**config.mk**
```make
export PLATFORM = sky130hd
export DESIGN_NAME = mem_bus_arbiter_flat
export DESIGN_NICKNAME = d
export VERILOG_FILES = /design/src/rtl/mem_bus_arbiter_if.sv /design/src/rtl/mem_bus_arbiter.sv /design/src/flat_wrapper.sv
export SDC_FILE = /design/constraint.sdc
export NUM_CORES = 1
export LEC_CHECK = 0
export CAP_MARGIN = 20
export CORE_MARGIN = 10
export CORE_UTILIZATION = 40
export CTS_CLUSTER_DIAMETER = 50
export DETAILED_ROUTE_END_ITERATION = 16
export GPL_ROUTABILITY_DRIVEN = 0
export GPL_TIMING_DRIVEN = 0
export HOLD_SLACK_MARGIN = 0.06
export PLACE_DENSITY = 0.8
export SETUP_SLACK_MARGIN = 0.05
export SYNTH_ARGS = -nofsm -noshare
export SYNTH_HDL_FRONTEND = slang
export SYNTH_SLANG_ARGS = --single-unit
```
**constraint.sdc**
```tcl
create_clock -name clk -period 2.3 [get_ports clk]
set_clock_uncertainty 0.2 [all_clocks]
set_input_delay 0.46 -clock clk [delete_from_list [all_inputs] [get_ports clk]]
set_output_delay 0.46 -clock clk [all_outputs]
set_load 0.1 [all_outputs]
```
**src/rtl/mem_bus_arbiter_if.sv**
```systemverilog
// Bundles the fetch port, data port and Avalon-MM master port of mem_bus_arbiter.
// The arbiter uses the slave modport; the sequencer/memory side uses master.
interface mem_bus_arbiter_if #(
    parameter int ADDR_W = 32,
    parameter int DATA_W = 32
);
    localparam int BE_W = DATA_W / 8;

    logic              i_req;
    logic [ADDR_W-1:0] i_addr;
    logic              i_ack;
    logic [DATA_W-1:0] i_rdata;

    logic              d_req;
    logic              d_we;
    logic [ADDR_W-1:0] d_addr;
    logic [DATA_W-1:0] d_wdata;
    logic [BE_W-1:0]   d_be;
    logic              d_ack;
    logic [DATA_W-1:0] d_rdata;

    logic [ADDR_W-1:0] avm_address;
    logic              avm_read;
    logic              avm_write;
    logic [DATA_W-1:0] avm_writedata;
    logic [BE_W-1:0]   avm_byteenable;
    logic [DATA_W-1:0] avm_readdata;
    logic              avm_waitreq;

    logic              active;
    logic              bus_err;

    modport slave (
        input  i_req, i_addr, d_req, d_we, d_addr, d_wdata, d_be,
        input  avm_readdata, avm_waitreq,
        output i_ack, i_rdata, d_ack, d_rdata,
        output avm_address, avm_read, avm_write, avm_writedata, avm_byteenable,
        output active, bus_err
    );

    modport master (
        output i_req, i_addr, d_req, d_we, d_addr, d_wdata, d_be,
        output avm_readdata, avm_waitreq,
        input  i_ack, i_rdata, d_ack, d_rdata,
        input  avm_address, avm_read, avm_write, avm_writedata, avm_byteenable,
        input  active, bus_err
    );
endinterface

```
**src/rtl/mem_bus_arbiter.sv**
```systemverilog
// Shares one Avalon-MM master between instruction fetch and data access, one transfer at a time.
// A fetch from address 0 halts the CPU until reset.
module mem_bus_arbiter #(
    parameter int ADDR_W     = 32,
    parameter int DATA_W     = 32,
    parameter int WAIT_LIMIT = 0
) (
    input  logic                  clk,
    input  logic                  reset,
    mem_bus_arbiter_if.slave      bus
);
    localparam int BE_W = DATA_W / 8;
    localparam int CW   = (WAIT_LIMIT > 1) ? $clog2(WAIT_LIMIT) : 1;
    localparam logic [CW-1:0] WCNT_MAX = CW'((WAIT_LIMIT > 0) ? WAIT_LIMIT - 1 : 0);

    typedef enum logic [1:0] {IDLE, IBUS, DBUS, HALT} state_t;

    state_t            r_state, w_state;
    logic              r_last_d, w_last_d;
    logic [CW-1:0]     r_wcnt, w_wcnt;
    logic [ADDR_W-1:0] r_addr, w_addr;
    logic              r_rd, w_rd;
    logic              r_wr, w_wr;
    logic [DATA_W-1:0] r_wdata, w_wdata;
    logic [BE_W-1:0]   r_be, w_be;
    logic              r_iack, w_iack;
    logic              r_dack, w_dack;
    logic [DATA_W-1:0] r_irdata, w_irdata;
    logic [DATA_W-1:0] r_drdata, w_drdata;
    logic              r_active, w_active;
    logic              r_err, w_err;

    logic w_i_elig, w_d_elig, w_pick_d;

    // A request still high during its own ack cycle is the old one, not a new one.
    assign w_i_elig = bus.i_req && !r_iack;
    assign w_d_elig = bus.d_req && !r_dack;

    always_comb begin
        w_state  = r_state;
        w_last_d = r_last_d;
        w_wcnt   = r_wcnt;
        w_addr   = r_addr;
        w_rd     = r_rd;
        w_wr     = r_wr;
        w_wdata  = r_wdata;
        w_be     = r_be;
        w_iack   = 1'b0;
        w_dack   = 1'b0;
        w_irdata = r_irdata;
        w_drdata = r_drdata;
        w_active = r_active;
        w_err    = r_err;
        w_pick_d = 1'b0;
        case (r_state)
            IDLE: begin
                w_pick_d = w_d_elig && (!w_i_elig || !r_last_d);
                if (w_pick_d) begin
                    w_state  = DBUS;
                    w_last_d = 1'b1;
                    w_wcnt   = '0;
                    w_addr   = bus.d_addr;
                    w_rd     = !bus.d_we;
                    w_wr     = bus.d_we;
                    w_wdata  = bus.d_wdata;
                    w_be     = bus.d_be;
                end else if (w_i_elig) begin
                    if (bus.i_addr == '0) begin
                        w_state  = HALT;
                        w_active = 1'b0;
                    end else begin
                        w_state  = IBUS;
                        w_last_d = 1'b0;
                        w_wcnt   = '0;
                        w_addr   = bus.i_addr;
                        w_rd     = 1'b1;
                        w_be     = '1;
                    end
                end
            end
            IBUS, DBUS: begin
                if (!bus.avm_waitreq) begin
                    w_rd    = 1'b0;
                    w_wr    = 1'b0;
                    w_wcnt  = '0;
                    w_state = IDLE;
                    if (r_state == IBUS) begin
                        w_irdata = bus.avm_readdata;
                        w_iack   = 1'b1;
                    end else begin
                        if (r_rd) w_drdata = bus.avm_readdata;
                        w_dack = 1'b1;
                    end
                end else if ((WAIT_LIMIT > 0) && (r_wcnt == WCNT_MAX)) begin
                    // Abort: requester gets its ack but keeps its old read data.
                    w_rd    = 1'b0;
                    w_wr    = 1'b0;
                    w_wcnt  = '0;
                    w_state = IDLE;
                    w_err   = 1'b1;
                    if (r_state == IBUS) w_iack = 1'b1;
                    else                 w_dack = 1'b1;
                end else begin
                    w_wcnt = r_wcnt + 1'b1;
                end
            end
            HALT: begin
                w_rd     = 1'b0;
                w_wr     = 1'b0;
                w_active = 1'b0;
            end
            default: w_state = IDLE;
        endcase
    end

    always_ff @(posedge clk) begin
        if (!reset) begin
            r_state  <= IDLE;
            r_last_d <= 1'b0;
            r_wcnt   <= '0;
            r_addr   <= '0;
            r_rd     <= 1'b0;
            r_wr     <= 1'b0;
            r_wdata  <= '0;
            r_be     <= '0;
            r_iack   <= 1'b0;
            r_dack   <= 1'b0;
            r_irdata <= '0;
            r_drdata <= '0;
            r_active <= 1'b1;
            r_err    <= 1'b0;
        end else begin
            r_state  <= w_state;
            r_last_d <= w_last_d;
            r_wcnt   <= w_wcnt;
            r_addr   <= w_addr;
            r_rd     <= w_rd;
            r_wr     <= w_wr;
            r_wdata  <= w_wdata;
            r_be     <= w_be;
            r_iack   <= w_iack;
            r_dack   <= w_dack;
            r_irdata <= w_irdata;
            r_drdata <= w_drdata;
            r_active <= w_active;
            r_err    <= w_err;
        end
    end

    assign bus.avm_address    = r_addr;
    assign bus.avm_read       = r_rd;
    assign bus.avm_write      = r_wr;
    assign bus.avm_writedata  = r_wdata;
    assign bus.avm_byteenable = r_be;
    assign bus.i_ack          = r_iack;
    assign bus.i_rdata        = r_irdata;
    assign bus.d_ack          = r_dack;
    assign bus.d_rdata        = r_drdata;
    assign bus.active         = r_active;
    assign bus.bus_err        = r_err;
endmodule

```
**src/flat_wrapper.sv**
```systemverilog
// flat-port wrapper written by rule: the top's interface ports become plain ports
module mem_bus_arbiter_flat 
#(
    parameter int ADDR_W     = 32,
    parameter int DATA_W     = 32,
    parameter int WAIT_LIMIT = 0
)
  (clk, reset, bus_i_req, bus_i_addr, bus_d_req, bus_d_we, bus_d_addr, bus_d_wdata, bus_d_be, bus_avm_readdata, bus_avm_waitreq, bus_i_ack, bus_i_rdata, bus_d_ack, bus_d_rdata, bus_avm_address, bus_avm_read, bus_avm_write, bus_avm_writedata, bus_avm_byteenable, bus_active, bus_bus_err);
  mem_bus_arbiter_if #(.ADDR_W(ADDR_W), .DATA_W(DATA_W)) bus_i ();
  input  logic clk;
  input  logic reset;
  input wire logic [$bits(bus_i.i_req)-1:0] bus_i_req;
  input wire logic [$bits(bus_i.i_addr)-1:0] bus_i_addr;
  input wire logic [$bits(bus_i.d_req)-1:0] bus_d_req;
  input wire logic [$bits(bus_i.d_we)-1:0] bus_d_we;
  input wire logic [$bits(bus_i.d_addr)-1:0] bus_d_addr;
  input wire logic [$bits(bus_i.d_wdata)-1:0] bus_d_wdata;
  input wire logic [$bits(bus_i.d_be)-1:0] bus_d_be;
  input wire logic [$bits(bus_i.avm_readdata)-1:0] bus_avm_readdata;
  input wire logic [$bits(bus_i.avm_waitreq)-1:0] bus_avm_waitreq;
  output wire logic [$bits(bus_i.i_ack)-1:0] bus_i_ack;
  output wire logic [$bits(bus_i.i_rdata)-1:0] bus_i_rdata;
  output wire logic [$bits(bus_i.d_ack)-1:0] bus_d_ack;
  output wire logic [$bits(bus_i.d_rdata)-1:0] bus_d_rdata;
  output wire logic [$bits(bus_i.avm_address)-1:0] bus_avm_address;
  output wire logic [$bits(bus_i.avm_read)-1:0] bus_avm_read;
  output wire logic [$bits(bus_i.avm_write)-1:0] bus_avm_write;
  output wire logic [$bits(bus_i.avm_writedata)-1:0] bus_avm_writedata;
  output wire logic [$bits(bus_i.avm_byteenable)-1:0] bus_avm_byteenable;
  output wire logic [$bits(bus_i.active)-1:0] bus_active;
  output wire logic [$bits(bus_i.bus_err)-1:0] bus_bus_err;
  assign bus_i.i_req = bus_i_req;
  assign bus_i.i_addr = bus_i_addr;
  assign bus_i.d_req = bus_d_req;
  assign bus_i.d_we = bus_d_we;
  assign bus_i.d_addr = bus_d_addr;
  assign bus_i.d_wdata = bus_d_wdata;
  assign bus_i.d_be = bus_d_be;
  assign bus_i.avm_readdata = bus_avm_readdata;
  assign bus_i.avm_waitreq = bus_avm_waitreq;
  assign bus_i_ack = bus_i.i_ack;
  assign bus_i_rdata = bus_i.i_rdata;
  assign bus_d_ack = bus_i.d_ack;
  assign bus_d_rdata = bus_i.d_rdata;
  assign bus_avm_address = bus_i.avm_address;
  assign bus_avm_read = bus_i.avm_read;
  assign bus_avm_write = bus_i.avm_write;
  assign bus_avm_writedata = bus_i.avm_writedata;
  assign bus_avm_byteenable = bus_i.avm_byteenable;
  assign bus_active = bus_i.active;
  assign bus_bus_err = bus_i.bus_err;
  mem_bus_arbiter #(.ADDR_W(ADDR_W), .DATA_W(DATA_W), .WAIT_LIMIT(WAIT_LIMIT)) u_core (.clk(clk), .reset(reset), .bus(bus_i));
endmodule
```
==> impl_metrics.json <==
{
  "status": "finished, final reports clean",
  "grt_max_degree": 17,
  "worstHoldPathType": "reg2reg",
  "detail_route.wirelength_mm": 19.6,
  "layout.cells.non_filler": 1090,
  "insertion_delay_ns": 0.42,
  "crit_path_top_delay_cell": "clkdlybuf4s50_1",
  "reg2reg_depth": 6,
  "power_per_cell_area_nw_per_um2": 1280,
  "die_h_um": 138,
  "placedInstanceArea_um2": 8490,
  "drv.max_cap_violation_count": 0,
  "wire_per_inst_um": 17.9,
  "p_sw_mw": 5.80,
  "synth_seq_area_share": 0.507,
  "area.growth.synth_to_final_pct": 67.1,
  "detail-route-antenna-nets": 0,
  "rsz0062_at_grt": "yes",
  "finalHoldViolCount": 0,
  "multi_input_area_um2": 2530,
  "die_area_um2": 18900,
  "place.port_buffers": 274,
  "leakage_nw": 3.40,
  "fp-row-count": 42,
  "worst_hold_path_cells": 2,
  "seq_power_share": 0.267,
  "drtIter0Drc": 181,
  "ys.warnings.count": 0,
  "syn_nets": 749,
  "h-tree-depth": 4,
  "grt_use_total": 0.199,
  "grt_pass1_wl_mm": 29.2,
  "power.combinational.fraction": 0.492,
  "critical_path.endpoint_type": "flip-flop",
  "floorplan.initialDensity": 0.413,
  "antenna_found_initial": 0,
  "synth.lib_cells_used.distinct": 37,
  "yosys_register_bits": 140,
  "first_global_vias": 5313,
  "cp.arrival_ns": 2.35,
  "timing.final.crit_period_ns": 2.24,
  "cp-start-kind": "input pin",
  "cts_tree": "built",
  "post-place-cells": 1057,
  "cts_bufs_inserted": 17,
  "critical_path.max_fanout": 10,
  "layout.filler_cells": 1098,
  "route.detailed.drc": 0,
  "design_area_um2": 9240,
  "floorplan.die.width_um": 138,
  "switching_part_of_the_total": 0.492,
  "syn-cell-area_um2": 5530,
  "vias": 5257,
  "vdd_drop_max_mv": 0.857,
  "path_cells": "clkdlybuf4s50_1 -> nor4_2 -> nand4_1 -> o21a_1 -> o211ai_4 -> buf_6 -> o2bb2ai_1",
  "netlist_instances": 607,
  "syn-mean-instance-area_um2": 9.11,
  "route.detailed.vias_per_inst": 4.82,
  "report.final.setup_viol": 0,
  "slew_viol_final": 0,
  "path_clk_slew_ns": 0.06,
  "fin_nets": 1043,
  "max_freq_ghz": 0.445,
  "timing.final.crit_share": 0.976,
  "share_clk_of_total_power": 0.241,
  "top_level_ports": 276,
  "register_area_um2": 2800,
  "critical-path-max-stage-delay_ns": 0.45,
  "worstPathRequired_ns": 2.40,
  "path_type_of_the_worst_setup_path": "in2reg",
  "clock_sink_count": 140,
  "slew-limit-headroom": 0.537,
  "cts.path.max_buffers": 2,
  "cts_hold_buf": 0,
  "root_buffer": "clkbuf_16",
  "diodes": 0,
  "internal_power_mw": 6.00,
  "worstMarginPinSlew_ns": 0.694,
  "overall_overflow_remaining_after_global_route": 0,
  "dp.final_hpwl_mm": 15.0,
  "drive_above_1_share": 0.230,
  "placeableCoreArea_um2": 13400,
  "detail_route.first_pass.iterations": 4
}
==> metrics by stage <==
| step | worst slack [ns] | total power [mW] | setup TNS [ns] | util | hold slack [ns] |
|---|---|---|---|---|---|
| 6_report | 0.0551 | 11.8 | 0 | 0.690 | 0.251 |
| 5_1_grt | -0.0125 | 12.3 | -0.0281 | 0.690 | 0.268 |
| 4_1_cts | 0.0500 | 11.9 | 0 | 0.691 | 0.253 |
| 3_5_place_dp | -0.368 | 9.15 | -26.24 | 0.634 | 0.245 |
| 3_3_place_gp | -0.354 | 9.12 | -23.21 | 0.634 | 0.241 |
| 2_1_floorplan | 0.109 | 7.58 | 0 | - | 0.265 |
==> power groups by stage <==
stage / clock (mW) / combinational [mW] / sequential [mW]
2_1_floorplan: 0 / 1.20 / 6.38
3_3_place_gp: 0 / 5.95 / 3.17
3_5_place_dp: 0 / 5.96 / 3.19
4_1_cts: 2.89 / 5.84 / 3.15
5_1_grt: 3.00 / 6.07 / 3.21
6_report: 2.84 / 5.81 / 3.15
==> sequential cells by signal, summed over array words and instances, names as in the netlist <==
| name | count |
|---|---|
| u_core.bus.avm_write | 1 |
| u_core.bus.i_ack | 1 |
| u_core.r_last_d | 1 |
| u_core.bus.avm_writedata | 32 |
| u_core.bus.d_ack | 1 |
| u_core.bus.avm_read | 1 |
| u_core.bus.i_rdata | 32 |
| u_core.bus.d_rdata | 32 |
| u_core.bus.avm_byteenable | 4 |
| u_core.bus.avm_address | 32 |
| u_core.r_state | 2 |
| u_core.bus.active | 1 |
==> worst paths after layout <==
kind | start | to | slack [ns]
worst max-delay path | bus_i_addr[18] | u_core.bus.avm_address[26]$_SDFFE_PN0P_ | 0.06
worst max register to register | u_core.r_state[0]$_SDFFE_PN0P_ | u_core.bus.d_rdata[19]$_SDFFE_PN0P_ | 0.25
worst min register to register | u_core.bus.avm_writedata[4]$_SDFFE_PN0N_ | u_core.bus.avm_writedata[4]$_SDFFE_PN0N_ | 0.25
worst min-delay path | u_core.bus.avm_writedata[4]$_SDFFE_PN0N_ | u_core.bus.avm_writedata[4]$_SDFFE_PN0N_ | 0.25
==> worst max-delay path: cells and delay by family <==
family                 cells  cell delay (ns)
AOI/OAI and AO/OA          3             0.63
and+or+nand+nor            2             0.60
buffers and inverters      2             0.64
==> final cells by class <==
class,instances,share of cell area
Buffer,44,0.0246
Clock buffer,19,0.0490
Clock inverter,13,0.0179
Inverter,4,0.00162
Multi-Input combinational cell,418,0.273
Sequential cell,140,0.303
Tap cell,176,0.0238
Timing Repair Buffer,276,0.306
==> metal layers <==
metal | share of wire | up-vias | GRT usage
met5 | 0 | - | 0
li1 | - | 2659 | -
met1 | 0.39 | 2396 | 0.223
met3 | 0.089 | 24 | 0.0779
met2 | 0.50 | 178 | 0.336
met4 | 0.017 | 0 | 0.0703
==> cell families (layout without fill, tap and decap cells) <==
group           Yosys count  after routing  synth area share
simple gates            230            230             0.166
compound gates          149            149             0.212
flops                   140            140             0.507
buf+inv                  49            356            0.0430
mux                      34             34            0.0616
fa+ha+maj                 4              4           0.00905
other cells               1              1          0.000678
==> cell usage in the layout, fill, tap and decap left out, drive strengths merged, types with 2 or more instances in the layout <==
master	Yosys	layout
a21boi	98	98
dfxtp	140	140
nand2	201	201
o21ai	4	4
nand3	2	2
nor2	7	7
nand4	2	2
clkinv	0	4
inv	4	6
o2bb2ai	32	32
o221a	4	4
clkinvlp	0	4
mux2i	34	34
ha	4	4
clkbuf	26	59
nor2b	5	5
buf	19	22
nor4	8	8
a31oi	2	2
a21oi	2	2
clkdlybuf4s15	0	121
bufinv	0	3
clkdlybuf4s50	0	137
nand2b	2	2
==> cell usage after synthesis <==
master	count	area share
buf_6	3	0.0061
a31o_2	1	0.0016
clkbuf_1	26	0.018
nor4_1	8	0.0091
nand2_1	200	0.14
nor2_1	7	0.0048
dfxtp_1	140	0.51
a31oi_1	2	0.0023
and3_1	1	0.0011
a21o_1	1	0.0014
nand2b_1	2	0.0023
nor2b_2	1	0.0016
o31ai_1	1	0.0014
conb_1	1	0.00068
o32ai_1	1	0.0016
and2_1	1	0.0011
o2bb2ai_1	32	0.051
nand4_1	2	0.0023
o221a_2	4	0.0081
o211ai_4	1	0.0038
a21boi_1	9	0.012
buf_2	10	0.0091
mux2i_1	34	0.062
nand2_2	1	0.0011
nor2b_1	4	0.0045
inv_1	4	0.0027
buf_1	1	0.00068
buf_4	5	0.0068
nor3_1	1	0.00090
a21boi_0	89	0.12
o21ai_1	1	0.00090
a41o_1	1	0.0018
a21oi_1	2	0.0018
o21ai_0	3	0.0027
nand3_1	2	0.0018
o21a_1	1	0.0014
ha_1	4	0.0091
==> repair_timing <==
action / 4_1_cts / 5_1_grt
setup endpoints to repair: 137 / 89
pin swaps: 0 / 2
gates resized for setup: 395 / 36
setup buffers: 0 / 2
(Power assumes the default switching activity.)
